### config.mk
export PLATFORM = sky130hd
export DESIGN_NAME = lsu_byte_master
export DESIGN_NICKNAME = d
export VERILOG_FILES = /design/src/rtl/lsu_byte_master.sv
export SDC_FILE = /design/constraint.sdc
export NUM_CORES = 1
export LEC_CHECK = 0
export CORE_MARGIN = 5
export CORE_UTILIZATION = 30
export CTS_BUF_LIST = sky130_fd_sc_hd__clkbuf_8
export CTS_CLUSTER_DIAMETER = 200
export DETAILED_ROUTE_END_ITERATION = 7
export GPL_TIMING_DRIVEN = 0
export PLACE_DENSITY = 0.54
export REMOVE_ABC_BUFFERS = 1
export SYNTH_ARGS = -nofsm -noshare
export SYNTH_HDL_FRONTEND = slang
export SYNTH_SLANG_ARGS = --single-unit
### constraint.sdc
create_clock -name clk -period 3.95 [get_ports clk]
set_input_delay 0.79 -clock clk [delete_from_list [all_inputs] [get_ports clk]]
set_output_delay 0.79 -clock clk [all_outputs]
set_load 0.01 [all_outputs]
### src/rtl/lsu_byte_master.sv
// Load/store initiator: performs one word/half/byte request as a sequence of single-byte,
// little-endian memory cycles and returns an extended load result or store completion.
module lsu_byte_master #(
  parameter int unsigned ADDR_WIDTH = 6
) (
  input  logic                  clk,
  input  logic                  rstn,
  input  logic                  req_valid_i,
  output logic                  req_ready_o,
  input  logic                  req_write_i,
  input  logic [ADDR_WIDTH-1:0] req_addr_i,
  input  logic [2:0]            req_type_i,
  input  logic [31:0]           req_wdata_i,
  output logic                  resp_valid_o,
  input  logic                  resp_ready_i,
  output logic [31:0]           resp_rdata_o,
  output logic                  resp_err_o,
  output logic [ADDR_WIDTH-1:0] mem_addr_o,
  output logic                  mem_we_o,
  output logic [7:0]            mem_wdata_o,
  input  logic [7:0]            mem_rdata_i
);

  typedef enum logic [1:0] {StIdle, StAccess, StResp} state_e;

  state_e                  state_q, state_d;
  logic                    write_q, write_d;
  logic [ADDR_WIDTH-1:0]   addr_q, addr_d;
  logic [2:0]              type_q, type_d;
  logic [31:0]             wdata_q, wdata_d;
  logic [1:0]              cnt_q, cnt_d;
  logic [31:0]             data_q, data_d;
  logic [31:0]             resp_rdata_q, resp_rdata_d;
  logic                    resp_err_q, resp_err_d;

  logic                    type_ok;
  logic [1:0]              last_cnt;
  logic                    last_byte;
  logic [31:0]             assembled;
  logic [31:0]             extended;

  always_ff @(posedge clk or negedge rstn) begin
    if (!rstn) begin
      state_q      <= StIdle;
      write_q      <= 1'b0;
      addr_q       <= '0;
      type_q       <= 3'd0;
      wdata_q      <= 32'd0;
      cnt_q        <= 2'd0;
      data_q       <= 32'd0;
      resp_rdata_q <= 32'd0;
      resp_err_q   <= 1'b0;
    end else begin
      state_q      <= state_d;
      write_q      <= write_d;
      addr_q       <= addr_d;
      type_q       <= type_d;
      wdata_q      <= wdata_d;
      cnt_q        <= cnt_d;
      data_q       <= data_d;
      resp_rdata_q <= resp_rdata_d;
      resp_err_q   <= resp_err_d;
    end
  end

  assign type_ok   = (req_type_i <= 3'd4);
  assign last_byte = (cnt_q == last_cnt);

  always_comb begin
    last_cnt = 2'd0;
    unique case (type_q)
      3'd0:       last_cnt = 2'd3;
      3'd1, 3'd2: last_cnt = 2'd1;
      default:    last_cnt = 2'd0;
    endcase
  end

  // Result must include the byte being read this cycle, not just the captured ones.
  always_comb begin
    assembled = data_q;
    assembled[{cnt_q, 3'b000} +: 8] = mem_rdata_i;
    extended = assembled;
    unique case (type_q)
      3'd1:    extended = {{16{assembled[15]}}, assembled[15:0]};
      3'd2:    extended = {16'd0, assembled[15:0]};
      3'd3:    extended = {{24{assembled[7]}}, assembled[7:0]};
      3'd4:    extended = {24'd0, assembled[7:0]};
      default: extended = assembled;
    endcase
  end

  always_comb begin
    state_d = state_q;
    unique case (state_q)
      StIdle:   if (req_valid_i) state_d = type_ok ? StAccess : StResp;
      StAccess: if (last_byte) state_d = StResp;
      StResp:   if (resp_ready_i) state_d = StIdle;
      default:  state_d = StIdle;
    endcase
  end

  always_comb begin
    write_d      = write_q;
    addr_d       = addr_q;
    type_d       = type_q;
    wdata_d      = wdata_q;
    cnt_d        = cnt_q;
    data_d       = data_q;
    resp_rdata_d = resp_rdata_q;
    resp_err_d   = resp_err_q;
    unique case (state_q)
      StIdle: begin
        if (req_valid_i) begin
          write_d      = req_write_i;
          addr_d       = req_addr_i;
          type_d       = req_type_i;
          wdata_d      = req_wdata_i;
          cnt_d        = 2'd0;
          data_d       = 32'd0;
          resp_rdata_d = 32'd0;
          resp_err_d   = !type_ok;
        end
      end
      StAccess: begin
        cnt_d = cnt_q + 2'd1;
        if (!write_q) data_d = assembled;
        if (last_byte) begin
          cnt_d        = 2'd0;
          resp_rdata_d = write_q ? 32'd0 : extended;
        end
      end
      StResp: begin
        if (resp_ready_i) begin
          resp_rdata_d = 32'd0;
          resp_err_d   = 1'b0;
        end
      end
      default: ;
    endcase
  end

  always_comb begin
    req_ready_o  = (state_q == StIdle);
    resp_valid_o = (state_q == StResp);
    resp_rdata_o = resp_rdata_q;
    resp_err_o   = resp_err_q;
    mem_we_o     = 1'b0;
    mem_addr_o   = '0;
    mem_wdata_o  = 8'd0;
    if (state_q == StAccess) begin
      mem_addr_o = addr_q + ADDR_WIDTH'(cnt_q);
      if (write_q) begin
        mem_we_o    = 1'b1;
        mem_wdata_o = wdata_q[{cnt_q, 3'b000} +: 8];
      end
    end
  end

endmodule
==> summary.txt <==
Outcome
  • Status: complete, no violations

Floorplanning
  • Io pins: 104
  • Die Ht: between 100 and 150 µm
  • Floorplan Core Area: approximately 17000 µm²
  • Initial core utilization: 0.307
  • Die area: roughly 21000 µm²
  • Num rows: 48
  • Die Width: ~140 µm

Power and ir drop
  • Net Sw Frac: 0.397
  • Logic pwr share: 0.436
  • Cell Pwr Density: 647 nW/µm²
  • Clock Power Share: 0.160
  • Leakage: 0.00303 µW
  • Internal: 2640 µW
  • Seq pwr share: 0.405
  • P_sw: approximately 1700 µW
  • Maximum VDD drop: roughly 0.23 mV

Worst setup path
  • Crit end category: output port
  • Crit-path slowest cell: dfrtp_1
  • CP max FO: 19
  • Critical Path RT: 3160 ps
  • Worst R2R Start: cnt_q[0]
  • Critical path class: register to output port
  • Worst Setup SP: cnt_q[0]
  • CP startpoint kind: register
  • Worst path cell trace: ha_1, a21oi_1, nor2b_1, nand3_1, xor2_1, nor2_1, clkdlybuf4s50_1
  • Reg2Reg Depth: 7
  • Worst EP arrival: 2930 ps
  • Slowest cell delay on critical path: between 900 and 1000 ps

Routing
  • DR DRC count: 0
  • Vias after detailed routing: 4144
  • WL/cell: between 15 and 20 µm
  • DRT Pass-1 Iters: 4
  • Routed Antenna Nets: 0
  • Initial DRC count: around 460
  • Vias/cell: 4.81
  • Total Wirelength: ~14000 µm

Synth
  • Async S/R FF share, synth: 1.00
  • Count leader, synth: nand2_1
  • Yosys synthesis warning count: 0
  • Syn avg cell area: approximately 9.7 µm²
  • Mapped cell area: around 5300 µm²
  • Main synth FF type: dfrtp_1
  • Mapped Cells: between 500 and 600
  • Top post-synthesis cells by area: dfrtp_1, nand2_1, nor2b_1, mux2_2, mux4_2
  • Top cell type's share of synthesized area: 0.521
  • Seq/Total Area, Yosys: 0.521
  • #FFs+latches synth: 111
  • Cell taking the most area after synthesis: dfrtp_1
  • Post-synthesis cell type count: 46
  • Post-synth top cells: nand2_1, dfrtp_1, nor2b_1
  • Post-synth EDFFs: 0

Timing
  • Final hold vios: 0
  • Setup violations, final: 0
  • Period minus WS final: roughly 3700 ps
  • Max Clock Freq: around 270 MHz
  • Crit share post-route: 0.942
  • RSZ-0062 raised after global routing: false
  • Slew Limit Fails: 0
  • Clk_skew: 6.25 ps
  • Final hold slack: 471 ps
  • Slew headroom: 0.143
  • Slew @ Worst Pin: 1280 ps
  • Final TNS setup: 0 ps

Placed design
  • Final HPWL DP: between 9000 and 10000 µm
  • Dpl cell area: ~6600 µm²
  • GPL Wtd Cong: about 0.78
  • IO Port Bufs: approximately 100

CTS
  • Post-CTS Hold Buffers: 0
  • Clock root buffer master: clkbuf_8
  • CTS tree: built
  • Clk sink count: 111
  • Post-CTS Setup Bufs: 0
  • Clock tree buffer depth: 2
  • Worst-path clk slew: approximately 100 ps
  • Skew-Pair Late Insertion Delay: approximately 380 ps
  • Post-CTS sizing: 0
  • CTS Buf Count: 9
  • H-Tree Depth: 3

GRT
  • Vias in the first global route: approximately 4300
  • Total global-route track usage: 0.141
  • First-pass GRT wire length: approximately 23000 µm
  • Grt total ovfl: 0
  • Top Usage Layer GRT: met2
  • GR Util met2: 0.232
  • Largest net degree at the start of global routing: 59
  • Antenna violations before repair: 0
  • Met1 Track Usage GR: 0.184
  • Met3 Resource Use GR: 0.0266

Cells and area
  • Area of the multi-input gates: about 2400 µm²
  • Sequential cell area: ~2800 µm²
  • Nets: between 600 and 700
  • Finished Core Util: 0.390
  • Fill count: between 1500 and 2000
  • Layout area overhead: 26.7%
  • Fin area: about 6800 µm²
  • Layout cells sized above 1: 0.0832
  • Antenna diodes: 0

Min path
  • Hold crit path type: input port to async pin

Run
  • Max-Cap Viols: 0
## final timing paths
check,slack [ps],end
min in group clk,480,data_q[0]
min reg2reg,480,data_q[0]
min,470,wdata_q[23]
max,230,mem_addr_o[5]
max in group asynchronous,2730,resp_rdata_o[18]
max reg2reg,320,resp_rdata_o[16]
## metrics by stage
| stage | power, µW | std cells | setup WS, ps |
|---|---|---|---|
| floorplan | 2890 | 516 | 672 |
| global placement | 3640 | 844 | -2190 |
| detailed placement | 3730 | 846 | 369 |
| CTS | 4440 | 862 | 170 |
| global route | 4730 | 862 | 20.2 |
| finish | 4370 | 862 | 228 |
## sequential cells by signal (all words and copies together) (netlist names)
register and count:
wdata_q 32, addr_q 6, cnt_q 2, resp_rdata_o 32, data_q 32, write_q 1
type_q 3, resp_err_o 1, state_q 2
## power groups by stage
stage / Sequential (µW) / Clock [µW] / Combinational (µW)
final: 1770 / 699 / 1900
after global routing: 1820 / 772 / 2130
after CTS: 1770 / 730 / 1940
after detailed placement: 1790 / 0 / 1930
after global placement: 1770 / 0 / 1870
after floorplan: 1760 / 0 / 1130
## cell usage in the layout (no fill, tap or decap), drive strengths merged, types with 5 or more instances in the layout
master,n
nand2,158
dfrtp,111
clkdlybuf4s50,102
nor2b,35
o21ai,35
nand3,20
a21oi,19
o31ai,18
nor2,17
mux2,17
a22oi,16
clkbuf,10
mux4,8
and3,8
a21o,8
ha,7
inv,7
and2,5
xnor2,5
## final cells by class
class,count,area share
Inverter,6,0.00333
Timing Repair Buffer,105,0.160
Clock buffer,10,0.0204
Sequential cell,111,0.411
Tap cell,225,0.0416
Clock inverter,6,0.00888
Multi-Input combinational cell,399,0.355
## layer usage
layer	wire length, µm	up-vias
met3	577	14
met4	261	0
met1	6450	2028
li1	-	2030
met2	6750	72
met5	0	-
## worst max-delay path, delay by kind of cell (launching register included)
kind	cells	cell delay, ps
AOI/OAI and AO/OA	1	90
xor gates and xnor gates	1	150
adders and majority gates	1	350
buffers and inverters	1	560
DFF	1	980
and+or+nand+nor	3	410
## kinds of logic (layout without fill, tap and decap cells)
family | count (synthesis) | in the layout | synth area share
compound gates | 101 | 101 | 0.120
xor+xnor | 7 | 7 | 0.0115
fa+ha+maj | 8 | 8 | 0.0202
buf+inv | 40 | 127 | 0.0326
flops | 111 | 111 | 0.521
mux | 25 | 25 | 0.0696
simple gates | 258 | 258 | 0.225
Note: power is estimated with default switching activity, not from simulation.
